File: src/rtl/cpu_pkg.sv
// Shared types and constants for the 16-bit five-stage core.
// Condition codes, opcodes, flag indices and the PC-control states.
package cpu_pkg;

   typedef enum logic [2:0] {
      CC_NEQ    = 3'b000,
      CC_EQ     = 3'b001,
      CC_GT     = 3'b010,
      CC_LT     = 3'b011,
      CC_GTE    = 3'b100,
      CC_LTE    = 3'b101,
      CC_OVFL   = 3'b110,
      CC_UNCOND = 3'b111
   } ccc_e;

   localparam logic [3:0] OP_B   = 4'hC;
   localparam logic [3:0] OP_BR  = 4'hD;
   localparam logic [3:0] OP_PCS = 4'hE;
   localparam logic [3:0] OP_HLT = 4'hF;

   localparam int FLAG_N = 2;
   localparam int FLAG_V = 1;
   localparam int FLAG_Z = 0;

   typedef enum logic [1:0] {
      RUN     = 2'd0,
      HALTING = 2'd1,
      HALTED  = 2'd2
   } pc_state_e;

endpackage

File: src/rtl/pc_target_gen.sv
// Branch condition evaluation and B/BR target formation.
// Purely combinational; consumed by pc_control in the ID stage.
module pc_target_gen
   import cpu_pkg::*;
#(
   parameter int WIDTH = 16
) (
   input  logic             i_is_br,
   input  logic [2:0]       i_ccc,
   input  logic [2:0]       i_flags,
   input  logic [8:0]       i_imm9,
   input  logic [WIDTH-1:0] i_rs_data,
   input  logic [WIDTH-1:0] i_pc_plus2,
   output logic             o_taken,
   output logic [WIDTH-1:0] o_target
);

   logic             w_n;
   logic             w_v;
   logic             w_z;
   logic [WIDTH-1:0] w_off;
   logic [WIDTH-1:0] w_b_tgt;
   logic [WIDTH-1:0] w_br_tgt;

   assign w_n = i_flags[FLAG_N];
   assign w_v = i_flags[FLAG_V];
   assign w_z = i_flags[FLAG_Z];

   always_comb begin
      o_taken = 1'b0;
      unique case (ccc_e'(i_ccc))
         CC_NEQ:    o_taken = !w_z;
         CC_EQ:     o_taken = w_z;
         CC_GT:     o_taken = !w_z && !w_n;
         CC_LT:     o_taken = w_n;
         CC_GTE:    o_taken = w_z || !w_n;
         CC_LTE:    o_taken = w_n || w_z;
         CC_OVFL:   o_taken = w_v;
         CC_UNCOND: o_taken = 1'b1;
         default:   o_taken = 1'b0;
      endcase
   end

   // Word offset: sign-extend and scale to bytes
   assign w_off    = {{(WIDTH-10){i_imm9[8]}}, i_imm9, 1'b0};
   assign w_b_tgt  = i_pc_plus2 + w_off;
   assign w_br_tgt = {i_rs_data[WIDTH-1:1], 1'b0};
   assign o_target = i_is_br ? w_br_tgt : w_b_tgt;

endmodule

File: src/rtl/pc_control.sv
// Program counter, next-PC selection, halt sequencing and branch
// perf counters for the 16-bit core; branches resolve in ID.
module pc_control
   import cpu_pkg::*;
#(
   parameter int               WIDTH    = 16,
   parameter logic [WIDTH-1:0] RESET_PC = 16'h0000,
   parameter int               CNT_W    = 16
) (
   input  logic             clk,
   input  logic             rst,
   input  logic             stall,
   input  logic             if_hlt,
   input  logic             wb_hlt,
   input  logic             id_valid,
   input  logic             id_is_b,
   input  logic             id_is_br,
   input  logic [2:0]       id_ccc,
   input  logic [8:0]       id_imm9,
   input  logic [WIDTH-1:0] id_rs_data,
   input  logic [WIDTH-1:0] id_pc_plus2,
   input  logic [2:0]       flag_reg,
   output logic [WIDTH-1:0] pc,
   output logic [WIDTH-1:0] pc_plus2,
   output logic             flush,
   output logic             halted,
   output logic [CNT_W-1:0] br_count,
   output logic [CNT_W-1:0] taken_count
);

   pc_state_e        r_state;
   pc_state_e        w_st_nxt;
   logic [WIDTH-1:0] r_pc;
   logic [WIDTH-1:0] w_pc_nxt;
   logic [CNT_W-1:0] r_br;
   logic [CNT_W-1:0] r_tk;
   logic             r_halted;
   logic             w_taken;
   logic [WIDTH-1:0] w_target;
   logic             w_resolve;
   logic             w_redirect;

   pc_target_gen #(.WIDTH(WIDTH)) u_tgt (
      .i_is_br    (id_is_br),
      .i_ccc      (id_ccc),
      .i_flags    (flag_reg),
      .i_imm9     (id_imm9),
      .i_rs_data  (id_rs_data),
      .i_pc_plus2 (id_pc_plus2),
      .o_taken    (w_taken),
      .o_target   (w_target)
   );

   // Everything is ignored once halted
   assign w_resolve  = id_valid && (id_is_b || id_is_br) && !stall
                       && (r_state != HALTED);
   assign w_redirect = w_resolve && w_taken;

   always_comb begin
      w_pc_nxt = r_pc;
      w_st_nxt = r_state;
      unique case (r_state)
         RUN: begin
            if (w_redirect)  w_pc_nxt = w_target;
            else if (stall)  w_pc_nxt = r_pc;
            else if (if_hlt) w_st_nxt = HALTING;
            else             w_pc_nxt = r_pc + WIDTH'(2);
         end
         HALTING: begin
            if (w_redirect) begin
               w_pc_nxt = w_target;
               w_st_nxt = RUN;
            end else if (wb_hlt) begin
               w_st_nxt = HALTED;
            end
         end
         HALTED:  w_st_nxt = HALTED;
         default: w_st_nxt = RUN;
      endcase
   end

   always_ff @(posedge clk) begin
      if (rst) begin
         r_state  <= RUN;
         r_pc     <= {RESET_PC[WIDTH-1:1], 1'b0};
         r_halted <= 1'b0;
         r_br     <= '0;
         r_tk     <= '0;
      end else begin
         r_state  <= w_st_nxt;
         r_pc     <= w_pc_nxt;
         r_halted <= (w_st_nxt == HALTED);
         if (w_resolve && (r_br != '1))
            r_br <= r_br + CNT_W'(1);
         if (w_redirect && (r_tk != '1))
            r_tk <= r_tk + CNT_W'(1);
      end
   end

   assign pc          = r_pc;
   assign pc_plus2    = r_pc + WIDTH'(2);
   assign flush       = w_redirect && !rst;
   assign halted      = r_halted;
   assign br_count    = r_br;
   assign taken_count = r_tk;

endmodule

File: config.mk
export PLATFORM = sky130hd
export DESIGN_NAME = pc_control
export DESIGN_NICKNAME = d
export VERILOG_FILES = /design/src/rtl/cpu_pkg.sv /design/src/rtl/pc_target_gen.sv /design/src/rtl/pc_control.sv
export SDC_FILE = /design/constraint.sdc
export NUM_CORES = 1
export LEC_CHECK = 0
export ABC_AREA = 1
export CORE_UTILIZATION = 40
export CTS_CLUSTER_SIZE = 24
export DETAILED_ROUTE_END_ITERATION = 8
export PLACE_DENSITY = 0.67
export SLEW_MARGIN = 20
export SYNTH_ARGS = -nofsm -noshare
export SYNTH_HDL_FRONTEND = slang
export SYNTH_SLANG_ARGS = --single-unit
export TNS_END_PERCENT = 1
File: constraint.sdc
create_clock -name clk -period 4.3 [get_ports clk]
set_input_delay 0.43 -clock clk [delete_from_list [all_inputs] [get_ports clk]]
set_output_delay 0.43 -clock clk [all_outputs]
set_load 0.005 [all_outputs]
==> flow_summary.json <==
{
  "drtIter0Drc": 160,
  "power_leakage_nw": 2.297,
  "routed_wl_mm": 11.67,
  "post_drt_wl_per_cell_um": 12.56,
  "relSlewSlack_pct": 52.23,
  "postCtsResizedCells": 0,
  "syn_inst": 684,
  "fmax_ghz": 0.3540,
  "antenna_found_initial": 0,
  "grt_max_degree": 32,
  "holdWs_ns": 0.5128,
  "grt_setup_unrepaired": "no",
  "avgSynthCellArea_um2": 6.071,
  "crit_path_start_kind": "input pin",
  "period_minus_slack_ns": 2.825,
  "grt_pass1_wl_mm": 19.78,
  "synth-edff-count": 0,
  "area_growth_pct": 33.14,
  "crit_arrival_ns": 2.39,
  "ys_seq_elements": 51,
  "crit_chain": "clkdlybuf4s50_1, buf_4, o21ai_2, nor3_4, nand3_4, nor2_1, clkdlybuf4s50_1",
  "synthTopCellsByArea": "dfxtp_1 (25%), nand2_1 (19%), nand3_1 (8.3%)",
  "critPathTopFamily": "buffers and inverters",
  "cts_hold_buffers": 0,
  "clock-root-buffer": "clkbuf_8",
  "grt_pass1_vias": 4213,
  "syn_nets": 757,
  "period_share_pct": 65.70,
  "synthArstFlopShare_pct": 0,
  "synth_top_area_share_pct": 24.59,
  "drt.antenna.violating_nets": 0,
  "synth_cell_types": 37,
  "synth_warnings": 0,
  "hpwl_mm": 9.192,
  "design.core.area_um2": 9910,
  "finalWeightedCongestion": 0.8329,
  "cap_violations": 0,
  "vias_per_cell": 4.987,
  "yosys.area.top_type": "dfxtp_1",
  "fillers": 1046,
  "n_antenna_cell": 0,
  "worst-path-max-fanout": 18,
  "clk_pin_slew_ns": 0.10,
  "crit_path_end_kind": "primary output",
  "ys.flop_type": "dfxtp_1",
  "cp_num_buf_inv": 3,
  "cts_tree": "yes",
  "irDropWorstVdd_mv": 0.1275,
  "overflow": 0,
  "skew_ns": 0.01725,
  "final_util_pct": 55.80,
  "die_width_um": 103.9,
  "min_path_type": "reg2reg",
  "cts_buffers": 5,
  "slowest_delay_ns": 0.52,
  "die_h_um": 103.9,
  "h-tree-depth": 2,
  "fin_nets": 868,
  "status": "completed",
  "preCtsSetupSlack_ns": 1.443,
  "post-cts-setup-buffers": 0,
  "finalPower_mw": 1.189,
  "finalHoldViolCount": 0,
  "dieArea_um2": 10790,
  "grtUsageTotal_pct": 21.73,
  "cpMaxStageDelayCell": "clkdlybuf4s50_1",
  "synth_seq_area_share_pct": 24.59,
  "setup_ws_ns": 1.475,
  "drive_gt1_share_pct": 6.030,
  "worstSetupPathType": "in2out",
  "dr.pass1.iters": 5,
  "clockBufferDepth": 2,
  "finalSetupViolCount": 0,
  "ioPinCount": 121,
  "cp.required_ns": 3.87,
  "rows": 36,
  "start_util_pct": 41.91,
  "crit_path_frequent_cell": "clkdlybuf4s50_1",
  "worstMarginPinSlew_ns": 0.7158,
  "clkSinkCount": 51,
  "vias": 4633,
  "drv_slew": 0,
  "drc": 0,
  "power.density_nw_per_um2": 215.0,
  "syn-cell-area_um2": 4153,
  "clock_latency_ns": 0.32,
  "fin_tns_setup_ns": 0,
  "portBuffers": 119
}
==> cells in the mapped netlist (3+ instances only) <==
| cell type | n |
|---|---|
| xor2_1 | 12 |
| ha_1 | 17 |
| nand3_1 | 69 |
| nand3b_1 | 6 |
| buf_4 | 3 |
| nand2_2 | 12 |
| nor4_1 | 5 |
| inv_1 | 80 |
| clkinv_1 | 4 |
| nor3b_1 | 3 |
| buf_2 | 6 |
| nor3_1 | 4 |
| nand2_1 | 208 |
| a21boi_0 | 4 |
| or2_2 | 5 |
| o21ai_0 | 23 |
| a21oi_1 | 42 |
| nand4_1 | 17 |
| xnor2_1 | 11 |
| dfxtp_1 | 51 |
| a21oi_2 | 10 |
| inv_2 | 3 |
| nor2_1 | 65 |
| clkbuf_1 | 8 |
==> state kept, by name, summed over array words and instances (netlist names) <==
| signal | flops |
|---|---|
| br_count | 16 |
| halted | 1 |
| pc | 16 |
| r_state | 2 |
| taken_count | 16 |
==> logic make-up after synthesis <==
family                     after synthesis  share of synthesized area [%]
xor gates and xnor gates                23                          4.851
buffers and inverters                  106                          10.48
and+or+nand+nor                        401                          42.72
adders and majority gates               18                          5.604
DFF                                     51                          24.59
AOI/OAI and AO/OA                       85                          11.75
==> worst register-to-register path, delay by kind of cell, from the launching register on <==
kind / cells / cell delay [ns]
buf+inv: 2 / 0.40
compound gates: 2 / 0.56
simple gates: 4 / 0.70
flops: 1 / 0.34
==> through the flow <==
stage	cells	cell area [um2]
finish	929	5529
global route	929	5529
CTS	929	5529
detailed placement	921	5431
global placement	921	5431
floorplan	684	4153
==> metal layers <==
| metal | part of all wire [%] | vias to the layer above | track usage, % |
|---|---|---|---|
| met1 | 48 | 2060 | 31.01 |
| met4 | 0.75 | 0 | 4.082 |
| met3 | 5.4 | 9 | 2.945 |
| met2 | 46 | 141 | 35.00 |
| li1 | - | 2423 | - |
| met5 | 0 | - | 0 |
==> where the power goes <==
part           internal (mW)  leakage (nW)  switching [mW]  total (mW)
Sequential             0.489         0.413          0.0249       0.514
Clock                  0.121        0.0502           0.180       0.302
Combinational          0.181          1.83           0.193       0.373
==> final cells by class <==
| cell class | count | area, um2 | share of cell area [%] |
|---|---|---|---|
| multi-input cells | 527 | 2696 | 48.77 |
| repair buffers | 123 | 1221 | 22.09 |
| flip-flops and latches | 51 | 1021 | 18.47 |
| inverters | 87 | 326.6 | 5.906 |
| well taps | 133 | 166.4 | 3.010 |
| clock buffers | 5 | 68.82 | 1.245 |
| clock inverters | 3 | 28.78 | 0.5205 |
==> placed cells by master, fill, tap and decap left out, drive strengths merged, types with 2 or more instances in the layout <==
master	netlist	routed
a31oi	2	2
and2	2	2
dfxtp	51	51
clkdlybuf4s50	0	119
nand2	220	220
xor2	12	12
a21boi	4	4
buf	11	4
a21oi	52	52
or2	5	5
nand3b	6	6
o21ai	24	24
nand3	70	70
inv	83	84
nor3	7	7
clkbuf	8	5
nand4	17	17
nor2	66	66
xnor2	11	11
clkinv	4	6
nor3b	3	3
ha	17	17
nor4	5	5
==> final timing paths <==
path / startpoint / end / slack, ns / cells after the start
worst max-delay path: id_is_br / flush / 1.48 / 7
worst min-delay path: br_count[0] / br_count[0] / 0.51 / 2
worst max register to register: r_state[1] / taken_count[13] / 2.20 / 8
worst min register to register: br_count[0] / br_count[0] / 0.51 / 2
(Power assumes the default switching activity.)
